$ cat src/rtl/uart_pkg.sv
`timescale 1ns/1ps
`default_nettype none
// ============================================================================
// Module      : uart_pkg
// Description : Shared UART definitions: frame state encoding, data width,
//               and the baud divider rounding helper. Reused by the encoder
//               and by bench-side receivers.
// Revision    : 1.0 - initial release
// ============================================================================
package uart_pkg;

  localparam int DATA_BITS = 8;

  typedef enum logic [2:0] {
    ST_IDLE   = 3'd0,
    ST_START  = 3'd1,
    ST_DATA   = 3'd2,
    ST_PARITY = 3'd3,
    ST_STOP   = 3'd4
  } uart_state_e;

  // Clock cycles per bit, rounded to nearest.
  function automatic int baud_div(input int clk_hz, input int baud);
    return (clk_hz + baud / 2) / baud;
  endfunction

endpackage
`default_nettype wire

$ cat src/rtl/uart_encoder_fifo.sv
`timescale 1ns/1ps
`default_nettype none
// ============================================================================
// Module      : uart_encoder_fifo
// Description : Synchronous byte FIFO. Pointers carry an extra wrap bit so the
//               occupancy covers 0..FIFO_DEPTH. Read data is registered on pop.
// Revision    : 1.0 - initial release
// ============================================================================
module uart_encoder_fifo #(
  parameter int FIFO_DEPTH = 16,
  parameter int WIDTH      = 8
) (
  input  logic                          clk,
  input  logic                          rst,
  input  logic                          push,
  input  logic [WIDTH-1:0]              push_data,
  input  logic                          pop,
  output logic [WIDTH-1:0]              pop_data,
  output logic                          full,
  output logic                          empty,
  output logic [$clog2(FIFO_DEPTH):0]   level
);

  localparam int AW = $clog2(FIFO_DEPTH);
  localparam logic [AW:0] FULL_LEVEL = (AW+1)'(FIFO_DEPTH);

  if ((FIFO_DEPTH < 2) || ((FIFO_DEPTH & (FIFO_DEPTH - 1)) != 0)) begin : g_depth_check
    $error("uart_encoder_fifo: FIFO_DEPTH must be a power of two and >= 2");
  end

  logic [WIDTH-1:0] mem [FIFO_DEPTH];
  logic [AW:0]      wr_ptr;
  logic [AW:0]      rd_ptr;
  logic             do_push;
  logic             do_pop;

  assign level   = wr_ptr - rd_ptr;
  assign full    = (level == FULL_LEVEL);
  assign empty   = (level == '0);
  assign do_push = push && !full;
  assign do_pop  = pop && !empty;

  // Pointer update; push and pop may happen in the same cycle.
  always_ff @(posedge clk) begin
    if (rst) begin
      wr_ptr <= '0;
      rd_ptr <= '0;
    end else begin
      if (do_push) wr_ptr <= wr_ptr + 1'b1;
      if (do_pop)  rd_ptr <= rd_ptr + 1'b1;
    end
  end

  // Storage write; contents need no reset because the pointers gate them.
  always_ff @(posedge clk) begin
    if (do_push) mem[wr_ptr[AW-1:0]] <= push_data;
  end

  // Head entry captured on pop and held until the next pop.
  always_ff @(posedge clk) begin
    if (rst) begin
      pop_data <= '0;
    end else if (do_pop) begin
      pop_data <= mem[rd_ptr[AW-1:0]];
    end
  end

endmodule
`default_nettype wire

$ cat src/rtl/uart_encoder.sv
`timescale 1ns/1ps
`default_nettype none
// ============================================================================
// Module      : uart_encoder
// Description : UART transmitter, 8N1 LSB first. Bytes enter through a
//               valid/ready port into a FIFO and are serialised back to back.
//               Optional macro UART_ENCODER_PARITY_EN adds an even parity bit
//               between the data bits and the stop bit.
// Revision    : 1.0 - initial release
// ============================================================================
module uart_encoder
  import uart_pkg::*;
#(
  parameter int CLK_FREQ_HZ = 50_000_000,
  parameter int BAUD        = 115200,
  parameter int FIFO_DEPTH  = 16
) (
  input  logic                          clk,
  input  logic                          rst,
  input  logic [DATA_BITS-1:0]          i_data,
  input  logic                          i_valid,
  output logic                          o_ready,
  output logic                          o_tx,
  output logic                          o_busy,
  output logic [$clog2(FIFO_DEPTH):0]   o_level
);

  localparam int DIV = baud_div(CLK_FREQ_HZ, BAUD);
  localparam int BW  = (DIV > 1) ? $clog2(DIV) : 1;
  localparam int CW  = $clog2(DATA_BITS);
  localparam logic [BW-1:0] BAUD_LAST = BW'(DIV - 1);
  localparam logic [CW-1:0] BIT_LAST  = CW'(DATA_BITS - 1);

  if (DIV < 2) begin : g_div_check
    $error("uart_encoder: CLK_FREQ_HZ/BAUD gives fewer than 2 cycles per bit");
  end

  uart_state_e          state;
  uart_state_e          state_nxt;
  logic [BW-1:0]        baud_cnt;
  logic [BW-1:0]        baud_cnt_nxt;
  logic [CW-1:0]        bit_cnt;
  logic [CW-1:0]        bit_cnt_nxt;
  logic [DATA_BITS-1:0] shreg;
  logic [DATA_BITS-1:0] shreg_nxt;
  logic                 tx_nxt;
  logic                 bit_done;
  logic                 fifo_pop;
  logic                 fifo_full;
  logic                 fifo_empty;
  logic [DATA_BITS-1:0] fifo_rdata;
`ifdef UART_ENCODER_PARITY_EN
  logic                 par;
  logic                 par_nxt;
`endif

  uart_encoder_fifo #(
    .FIFO_DEPTH (FIFO_DEPTH),
    .WIDTH      (DATA_BITS)
  ) u_fifo (
    .clk       (clk),
    .rst       (rst),
    .push      (i_valid),
    .push_data (i_data),
    .pop       (fifo_pop),
    .pop_data  (fifo_rdata),
    .full      (fifo_full),
    .empty     (fifo_empty),
    .level     (o_level)
  );

  // Ready depends only on occupancy, never on a same-cycle pop.
  assign o_ready  = !fifo_full;
  assign bit_done = (baud_cnt == BAUD_LAST);

  // Next-state, datapath and line-value decode for the frame sequencer.
  always_comb begin
    state_nxt    = state;
    baud_cnt_nxt = bit_done ? '0 : baud_cnt + 1'b1;
    bit_cnt_nxt  = bit_cnt;
    shreg_nxt    = shreg;
    fifo_pop     = 1'b0;
    tx_nxt       = 1'b1;
`ifdef UART_ENCODER_PARITY_EN
    par_nxt      = par;
`endif
    case (state)
      ST_IDLE: begin
        baud_cnt_nxt = '0;
        if (!fifo_empty) begin
          fifo_pop  = 1'b1;
          state_nxt = ST_START;
        end
      end
      ST_START: begin
        tx_nxt = 1'b0;
        // The popped byte is stable in the FIFO read register by now.
        if (bit_done) begin
          state_nxt   = ST_DATA;
          shreg_nxt   = fifo_rdata;
          bit_cnt_nxt = '0;
`ifdef UART_ENCODER_PARITY_EN
          par_nxt     = ^fifo_rdata;
`endif
        end
      end
      ST_DATA: begin
        tx_nxt = shreg[0];
        if (bit_done) begin
          shreg_nxt = {1'b0, shreg[DATA_BITS-1:1]};
          if (bit_cnt == BIT_LAST) begin
`ifdef UART_ENCODER_PARITY_EN
            state_nxt = ST_PARITY;
`else
            state_nxt = ST_STOP;
`endif
          end else begin
            bit_cnt_nxt = bit_cnt + 1'b1;
          end
        end
      end
`ifdef UART_ENCODER_PARITY_EN
      ST_PARITY: begin
        tx_nxt = par;
        if (bit_done) state_nxt = ST_STOP;
      end
`endif
      ST_STOP: begin
        tx_nxt = 1'b1;
        // Chain straight into the next start bit when more data waits.
        if (bit_done) begin
          if (!fifo_empty) begin
            fifo_pop  = 1'b1;
            state_nxt = ST_START;
          end else begin
            state_nxt = ST_IDLE;
          end
        end
      end
      default: begin
        state_nxt    = ST_IDLE;
        baud_cnt_nxt = '0;
      end
    endcase
  end

  // Sequencer state and datapath registers.
  always_ff @(posedge clk) begin
    if (rst) begin
      state    <= ST_IDLE;
      baud_cnt <= '0;
      bit_cnt  <= '0;
      shreg    <= '0;
`ifdef UART_ENCODER_PARITY_EN
      par      <= 1'b0;
`endif
    end else begin
      state    <= state_nxt;
      baud_cnt <= baud_cnt_nxt;
      bit_cnt  <= bit_cnt_nxt;
      shreg    <= shreg_nxt;
`ifdef UART_ENCODER_PARITY_EN
      par      <= par_nxt;
`endif
    end
  end

  // Registered line and busy flag, one cycle behind the sequencer state.
  always_ff @(posedge clk) begin
    if (rst) begin
      o_tx   <= 1'b1;
      o_busy <= 1'b0;
    end else begin
      o_tx   <= tx_nxt;
      o_busy <= (state != ST_IDLE) || !fifo_empty;
    end
  end

endmodule
`default_nettype wire

$ cat config.mk
export PLATFORM = sky130hd
export DESIGN_NAME = uart_encoder
export DESIGN_NICKNAME = d
export VERILOG_FILES = /design/src/rtl/uart_pkg.sv /design/src/rtl/uart_encoder_fifo.sv /design/src/rtl/uart_encoder.sv
export SDC_FILE = /design/constraint.sdc
export NUM_CORES = 1
export LEC_CHECK = 0
export CORE_AREA = 4 4 90 155
export CTS_BUF_LIST = sky130_fd_sc_hd__clkbuf_8
export CTS_CLUSTER_DIAMETER = 150
export CTS_CLUSTER_SIZE = 30
export DETAILED_ROUTE_END_ITERATION = 16
export DIE_AREA = 0 0 94 159
export GPL_ROUTABILITY_DRIVEN = 0
export PLACE_DENSITY = 0.85
export RECOVER_POWER = 100
export SLEW_MARGIN = 20
export SYNTH_ARGS = -nofsm -noshare
export SYNTH_HDL_FRONTEND = slang
export SYNTH_SLANG_ARGS = --single-unit
export TNS_END_PERCENT = 5
$ cat constraint.sdc
create_clock -name clk -period 4.3 [get_ports clk]
set_clock_uncertainty 0.2 [all_clocks]
set_input_delay 0.43 -clock clk [delete_from_list [all_inputs] [get_ports clk]]
set_output_delay 0.43 -clock clk [all_outputs]
set_load 0.02 [all_outputs]
## Yosys cells after proc, flatten, opt, wreduce, memory -nomap -nowiden

Memory sizes are Yosys's and may differ from the RTL's. A register that Yosys moved wholly into a read port is not among the register bits.
Cells that the tools add are included.

| storage, ports and cells | value |
|---|---|
| memories kept | 1 |
| register bits after elaboration | 35 |
| bits of input ports | 11 |
| bits in writable memories | 128 |

Memories:

| name | words | bits a word | rd ports | clocked after memory_dff | wr ports | RTL line | RTL |
|---|---|---|---|---|---|---|---|
| u_fifo.mem | 16 | 8 | 1 | 1 | 1 | uart_encoder_fifo.sv:31 | `logic [WIDTH-1:0] mem [FIFO_DEPTH];` |

| operators by class | value |
|---|---|
| mux-type cells | 20 |
| eq/ne operators | 12 |
| reduce and logical (&&, ||, !) cells | 14 |
| add/sub/neg operators | 5 |
| bitwise operators | 1 |

Operator list:

| cell | count |
|---|---|
| 3-bit two-way mux | 8 |
| 8-bit two-way mux | 2 |
| 8-bit one-hot mux with 2 select lines | 1 |
| 2-bit inequality test, second input constant | 6 |
| 3-bit one-hot mux with 4 select lines | 1 |
| 5-bit by 1-bit adder with 5-bit output, second input constant | 2 |
| 9-bit by 1-bit adder with 9-bit output, second input constant | 1 |
| 9-bit equality test, second input constant | 1 |
| 3-bit equality test, second input constant | 2 |
| 3-bit one-hot mux with 2 select lines | 1 |
| 3-bit OR reduction | 2 |
| 5-bit equality test, second input constant | 1 |
| 5-bit zero test | 1 |
| 1-bit two-way mux | 5 |
| 5-bit AND reduction | 1 |
| 5-bit subtractor | 1 |
| 1-bit one-hot mux with 2 select lines | 2 |
| 4-bit AND reduction | 1 |
| 3-bit by 1-bit adder with 3-bit output, second input constant | 1 |
| 3-bit by 1-bit equality test with 1-bit output, second input constant | 1 |
| 3-bit by 2-bit equality test with 1-bit output, second input constant | 1 |
| 3-bit zero test | 1 |
| 3-bit AND reduction | 1 |
| 3-bit nonzero test | 1 |
| 5 further kinds | 7 |

## Logic depth before layout (Yosys ltp)

Gate-level depths: netlist (run 1).

| depth | value |
|---|---|
| word-level depth | 6 |
| depth in mapped cells | 11 |
| gate-level depth less buffers | 9 |

## Modules after synthesis

From an unflattened synthesis (run 1), not the netlist that was laid out.

| unflattened totals | value |
|---|---|
| cells, all modules | 472 |
| area, all modules | 7225.7 um^2 |

By module, submodules not included:

| module | area each (um^2) | times used | cells an instance |
|---|---|---|---|
| uart_encoder_fifo | 5993.2 | 1 | 348 |
| uart_encoder | 1232.4 | 1 | 124 |

## Worst setup path after synthesis (run 1)

OpenSTA, ideal clock, no wires.

| timing | value |
|---|---|
| path type | register -> register |
| from | reg u_fifo.wr_ptr[0] |
| to | mem u_fifo.mem[10][0], enable pin |
| clock period less this slack | 3142 ps |
| cell stages (with the launch flop) | 11 |
| setup slack | 1158 ps |
| data arrival time | 2610 ps |
| cell sequence | dfxtp_1 > inv_1 > ha_1 > fa_1 > xnor2_2 > and4bb_1 > or2_1 > buf_6 > a21boi_4 > buf_6 > and3_1 |

| on the way | value |
|---|---|
| longest elaborated chain between the ends | 6 |

Ends and longest elaborated chain:

| what | RTL line | RTL |
|---|---|---|
| start: declaration | uart_encoder_fifo.sv:32 | `logic [AW:0] wr_ptr;` |
| start signal: assignment | uart_encoder_fifo.sv:49 | `if (do_push) wr_ptr <= wr_ptr + 1'b1;` |
| 5-bit subtractor | uart_encoder_fifo.sv:37 | `assign level = wr_ptr - rd_ptr;` |
| via o_level[2] | uart_encoder.sv:25 | `output logic [$clog2(FIFO_DEPTH):0] o_level` |
| 5-bit equality test | uart_encoder_fifo.sv:38 | `assign full = (level == FULL_LEVEL);` |
| 1-bit zero test | uart_encoder_fifo.sv:40 | `assign do_push = push && !full;` |
| 1-bit logical AND | uart_encoder_fifo.sv:40 |  |
| 1-bit two-way mux | uart_encoder_fifo.sv:56 | `if (do_push) mem[wr_ptr[AW-1:0]] <= push_data;` |
| 1-bit two-way mux (implied by the code) | uart_encoder_fifo.sv:56 |  |
| end: declaration | uart_encoder_fifo.sv:31 |  |

The timed path passes the listed nets, and every way through them passes these cells.

## Final worst setup path (run 1)

| timing | value |
|---|---|
| from | reg u_fifo.wr_ptr[0] |
| to | out o_ready |

| on the way | value |
|---|---|
| longest elaborated chain between the ends | 3 |

Ends and longest elaborated chain:

| what | RTL line | RTL |
|---|---|---|
| 5-bit subtractor | uart_encoder_fifo.sv:37 |  |
| 5-bit equality test | uart_encoder_fifo.sv:38 |  |
| 1-bit zero test | uart_encoder.sv:73 | `assign o_ready = !fifo_full;` |
| end: declaration | uart_encoder.sv:22 | `output logic o_ready,` |

Every way passes these cells.

==> metrics.cfg, run 1 <==
[status]
status=complete, no violations

[placed_design]
place_hpwl_um=10500
portBuffers=18

[grt]
grt_use_total_pct=21.2
grt_pass1_vias=4235
overflow=0
grt_max_degree=53
antenna_found_initial=0
grt_pass1_wl_um=23200

[critical_path]
cp_max_fo=7
worst_ep_required_time_ns=3.67
cp-start-kind=flop
crit_arrival_ns=3.28
cp-end-kind=output pin
setup.worst_path.class=flop to output pin

[logic_synthesis]
yosysWarnings=0
synth.cell_area_um2=7370
async_flop_share_pct=0
avgSynthCellArea_um2=14.9
ys_types=53
syn_inst=496
yosysSeqAreaShare_pct=63.8
synth_ff_type=edfxtp_1
syn-num-nets=521
synth-edff-count=128
ys_ff_latch=171

[layout]
fin_nets=539
areaGrowthSynthToFinish_pct=8.23
drive_above_1_share_pct=14.4
antenna_cells=0
fin_util_pct=63.5

[floorplanning]
dieArea_um2=14900
initial_utilization_pct=58.7
fp-row-count=54
io_pins=19
core_area_um2=12600
die-height_um=159
fp.dieW_um=94

[power_and_ir_drop]
power.density_nw_per_um2=530
peakVddDrop_uv=298
leakagePower_nw=2.79

[route]
viasPerCell=6.06
drt-initial-drc-count=159
drt_wl_total_um=14900
antenna_left=0
vias=4212
first_pass_iters=5
post_drt_wl_per_cell_um=21.5
route.detailed.drc=0

[sta]
whs_ns=0.273
tightest_slew_ns=1.19
final.min_clock_period_ns=3.91
fmax_ghz=0.256
fin_crit_sh_pct=90.8
final-max-slew-violation-count=0
rsz0062_at_grt=no
setup_tns_ns=0
hold_viol=0
slew_headroom_pct=20.8
setup_viol=0

[clock_tree]
cts_inserted_buffers=17
post_cts_buffers=0
cts_sinks=171
clk_latency_ns=0.46
clk_path_buf_depth=2
cts.htree.levels=4
clkTransAtPathRegs_ns=0.09
ctsResizeCount=0
cts-root-buf=clkbuf_8
cts_tree=built
postCtsHoldBufs=0

[run]
cap_violations=0

[min_path]
hp-class=flop to flop

==> layout make-up <==
class | count | area [um^2]
inverters | 10 | 37.5
clock buffers | 17 | 234
multi-input cells | 292 | 2420
fillers | 904 | 4590
repair buffers | 22 | 210
clock inverters | 15 | 160
flip-flops and latches | 171 | 4710
well taps | 168 | 210
==> worst max-delay path: stages (launching register included) <==
cell and delay [ns]:
dfxtp_1 0.41, inv_1 0.12, ha_1 0.21, fa_1 0.40, nand2b_1 0.16, a21oi_1 0.15, xor2_1 0.36, inv_1 0.24
nand2_1 0.10, dlygate4sd3_1 0.67
==> state kept, by name (all words and copies together) (netlist names), 3 cells and up <==
signal and flops:
bit_cnt 3, u_fifo.mem 128, u_fifo.pop_data 8, u_fifo.wr_ptr 5, state 3, shreg 8
baud_cnt 9, u_fifo.rd_ptr 5
==> cells by family after synthesis <==
logic type / synth area share, %
compound gates: 5.58
xor+xnor: 1.51
fa+ha+maj: 2.48
buf+inv: 2.78
flops: 63.8
mux: 13.4
simple gates: 10.4
==> per-layer routing <==
layer,vias up,track usage [%],wire length [um]
met5,-,0,0
met4,0,16.0,1090
met3,56,4.96,567
met2,142,35.4,7840
met1,2071,22.8,5420
li1,1943,-,-
==> per-stage QoR <==
stage          cells  power, mW  worst slack, ns  instance area, um^2
2_1_floorplan    496       2.92             1.16                 7370
3_3_place_gp     663       3.16             1.01                 7630
3_5_place_dp     663       3.20            0.825                 7630
4_1_cts          695       4.30            0.485                 8020
5_1_grt          695       4.41            0.186                 7980
6_report         695       4.23            0.394                 7980
==> synth_stat cells (5+ instances only) <==
cell      instances  area (um^2)
nand2b_1         16          100
ha_1             13          163
xor2_1            8         70.1
and3_1           13         81.3
or4_1             9         67.6
mux2i_1          12          120
nor2b_1           7         43.8
nor2_1           37          139
buf_4             5         37.5
edfxtp_1        128         3840
o21ai_0           8         40.0
inv_1             9         33.8
mux2_2           39          439
nand3_1           7         35.0
dfxtp_1          43          861
nand4_1           5         31.3
nand3b_1          5         37.5
nand2_1          20         75.1
a21oi_1          10         50.1
clkbuf_1          7         26.3
mux4_1           14          368
a311oi_1          7         61.3
o22ai_1          24          150
and2_1            8         50.1
==> final timing paths <==
check	startpoint	to	slack [ns]	depth (start not counted)
worst max-delay path	u_fifo.wr_ptr[0]	o_ready	0.39	9
worst min-delay path	u_fifo.pop_data[0]	u_fifo.pop_data[0]	0.27	2
worst max register to register	u_fifo.wr_ptr[0]	u_fifo.rd_ptr[0]	0.68	8
worst min register to register	u_fifo.pop_data[0]	u_fifo.pop_data[0]	0.27	2
==> power breakdown <==
| part | leakage (nW) | internal (mW) | switching [mW] |
|---|---|---|---|
| Combinational | 1.08 | 0.514 | 0.676 |
| Clock | 0.210 | 0.564 | 0.555 |
| Sequential | 1.51 | 1.87 | 0.0506 |
==> placed cells by master (no fill, tap or decap), types with 8 or more instances in the layout <==
| master | n |
|---|---|
| edfxtp_1 | 128 |
| dfxtp_1 | 42 |
| mux2_2 | 39 |
| nor2_1 | 37 |
| o22ai_1 | 24 |
| nand2_1 | 20 |
| clkbuf_8 | 17 |
| nand2b_1 | 16 |
| dlygate4sd3_1 | 16 |
| inv_1 | 14 |
| mux4_1 | 14 |
| a21oi_1 | 13 |
| and3_1 | 13 |
| ha_1 | 13 |
| mux2i_1 | 12 |
| xor2_1 | 9 |
| or4_1 | 9 |
| o21ai_0 | 8 |
Note: power is estimated with default switching activity, not from simulation.
==> run 2, diff against run 1 <==
--- a/config.mk
+++ b/config.mk
@@ -8,13 +8,12 @@
 export CORE_AREA = 4 4 90 155
 export CTS_BUF_LIST = sky130_fd_sc_hd__clkbuf_8
 export CTS_CLUSTER_DIAMETER = 150
-export CTS_CLUSTER_SIZE = 30
+export CTS_CLUSTER_SIZE = 40
 export DETAILED_ROUTE_END_ITERATION = 16
 export DIE_AREA = 0 0 94 159
 export GPL_ROUTABILITY_DRIVEN = 0
 export PLACE_DENSITY = 0.85
 export RECOVER_POWER = 100
-export SLEW_MARGIN = 20
 export SYNTH_ARGS = -nofsm -noshare
 export SYNTH_HDL_FRONTEND = slang
 export SYNTH_SLANG_ARGS = --single-unit
==> results of run 2 <==
Same layout as run 1: the final DEF is identical, and so are final timing and power.
==> run 3, diff against run 2 <==
--- a/config.mk
+++ b/config.mk
@@ -12,6 +12,7 @@
 export DETAILED_ROUTE_END_ITERATION = 16
 export DIE_AREA = 0 0 94 159
 export GPL_ROUTABILITY_DRIVEN = 0
+export GPL_TIMING_DRIVEN = 0
 export PLACE_DENSITY = 0.85
 export RECOVER_POWER = 100
 export SYNTH_ARGS = -nofsm -noshare
==> run 3 against run 2 <==
Power increased by 2.0%. Flip-flop and latch count did not move. Clock-buffer cell count did not move. Clock power is essentially flat. Critical path type unchanged. Die area did not move. Worst setup slack lost 0.057 ns. Cell count rose by 2.7%. Wire length is 0.82% lower. Via count increased by 1.0%. First-iteration DRC count is 90% higher.
==> metrics.cfg, run 3 (synthesized netlist as in run 1, its figures left out) <==
[sta]
tightest_slew_ns=1.13  ; was 1.19 ns
whs_ns=0.276  ; was 0.273 ns
fin_crit_sh_pct=92.2  ; was 90.8%
fmax_ghz=0.252  ; was 0.256 GHz
final.min_clock_period_ns=3.96  ; was 3.91 ns
slew_headroom_pct=24.1  ; was 20.8%
setup_tns_ns=0  ; unchanged
setup_viol=0  ; unchanged
final-max-slew-violation-count=0  ; unchanged
rsz0062_at_grt=no  ; unchanged
hold_viol=0  ; unchanged

[status]
status=complete, no violations  ; unchanged

[clock_tree]
cts_inserted_buffers=17  ; unchanged
postCtsHoldBufs=0  ; unchanged
clk_path_buf_depth=2  ; unchanged
cts-root-buf=clkbuf_8  ; unchanged
cts.htree.levels=4  ; unchanged
clkTransAtPathRegs_ns=0.10  ; was 0.09 ns
cts_tree=built  ; unchanged
cts_sinks=171  ; unchanged
ctsResizeCount=0  ; unchanged
clk_latency_ns=0.46  ; about the same
post_cts_buffers=0  ; unchanged

[floorplanning]
initial_utilization_pct=58.7  ; unchanged
die-height_um=159  ; unchanged
dieArea_um2=14900  ; unchanged
fp.dieW_um=94  ; unchanged
core_area_um2=12600  ; unchanged
fp-row-count=54  ; unchanged
io_pins=19  ; unchanged

[power_and_ir_drop]
fin_total_pwr_mw=4.32  ; was 4.23 mW
p_sw_share_pct=33.2  ; was 30.3%
p_clk_share_pct=25.6  ; was 26.4%
internal_power_mw=2.88  ; was 2.95 mW
p_switching_mw=1.43  ; was 1.28 mW
leakagePower_nw=2.84  ; was 2.79 nW
p_comb_share_pct=30.0  ; was 28.1%
power_frac_seq_pct=44.4  ; was 45.5%
power.density_nw_per_um2=532  ; was 530 nW/um^2
peakVddDrop_uv=264  ; was 298 uV

[route]
drt_wl_total_um=14800  ; was 14,900 um
first_pass_iters=4  ; was 5
post_drt_wl_per_cell_um=20.7  ; was 21.5 um
viasPerCell=5.96  ; was 6.06
route.detailed.drc=0  ; unchanged
vias=4255  ; was 4,212
drt-initial-drc-count=302  ; was 159
antenna_left=0  ; unchanged

[grt]
overflow=0  ; unchanged
grt_pass1_vias=4388  ; was 4,235
antenna_found_initial=0  ; unchanged
grt_max_degree=20  ; was 53
grt_use_total_pct=20.7  ; was 21.2%
grt_pass1_wl_um=23000  ; was 23,200 um

[critical_path]
cp-start-kind=flop  ; unchanged
crit_arrival_ns=3.33  ; was 3.28 ns
cp-end-kind=output pin  ; unchanged
worst_ep_required_time_ns=3.67  ; about the same
cp_max_fo=7  ; unchanged
setup.worst_path.class=flop to output pin  ; unchanged

[min_path]
hp-class=flop to flop  ; unchanged

[layout]
antenna_cells=0  ; unchanged
drive_above_1_share_pct=16.1  ; was 14.4%
final_common_cell=edfxtp_1  ; unchanged
areaGrowthSynthToFinish_pct=10.0  ; was 8.23%
fin_nets=558  ; was 539
final_cell_mix=edfxtp_1, dfxtp_1, mux2_2  ; unchanged
largest_reg_flops=128  ; unchanged

[run]
cap_violations=0  ; unchanged

[placed_design]
portBuffers=18  ; unchanged
place_hpwl_um=10700  ; was 10,500 um

[run 3: path summary, 6_finish.rpt]
path / from / to / slack [ns] / depth (start not counted)
min reg2reg: u_fifo.pop_data[1] / u_fifo.pop_data[1] / 0.28 / 2
max reg2reg: u_fifo.wr_ptr[0] / u_fifo.mem[5][6] / 0.46 / 10
max: u_fifo.wr_ptr[0] / o_ready / 0.34 / 9
min: u_fifo.pop_data[1] / u_fifo.pop_data[1] / 0.28 / 2
[run 3: power by group through the flow]
stage	sequential, mW	combinational, mW	clock [mW]
CTS	1.92	1.38	1.12
floorplan	1.95	0.965	0
finish	1.92	1.30	1.10
global placement	1.95	1.32	0
global route	1.93	1.39	1.19
detailed placement	1.96	1.37	0
[run 3: per-stage QoR]
stage	cells	utilization, %	cell area, um^2	setup WS, ns
global placement	682	61.8	7760	0.834
finish	714	64.5	8110	0.337
detailed placement	682	61.8	7760	0.726
floorplan	496	-	7370	1.16
CTS	714	65.0	8170	0.375
global route	714	64.5	8110	0.167
[run 3: worst max-delay path, stage by stage (launching register included)]
cell	delay (ns)
dfxtp_1	0.42
inv_1	0.12
ha_1	0.22
fa_1	0.41
nand2b_1	0.16
a21oi_1	0.24
xor2_2	0.32
inv_1	0.23
nand2_1	0.09
dlygate4sd3_1	0.67
[run 3: layout make-up]
type,count,area (um^2)
Multi-Input combinational cell,292,2420
Clock inverter,15,171
Sequential cell,171,4700
Tap cell,168,210
Fill cell,910,4460
Timing Repair Buffer,18,180
Buffer,23,148
Clock buffer,17,234
Inverter,10,37.5
[run 3: layer usage]
metal  wire [um]  global-route usage (%)  share of wire [%]  vias up
met2        8110                    36.8                 55      110
met4         827                    11.6                5.6        0
met3         516                    4.26                3.5       45
met5           0                       0                  0        -
met1        5340                    22.2                 36     2124
li1            -                       -                  -     1976
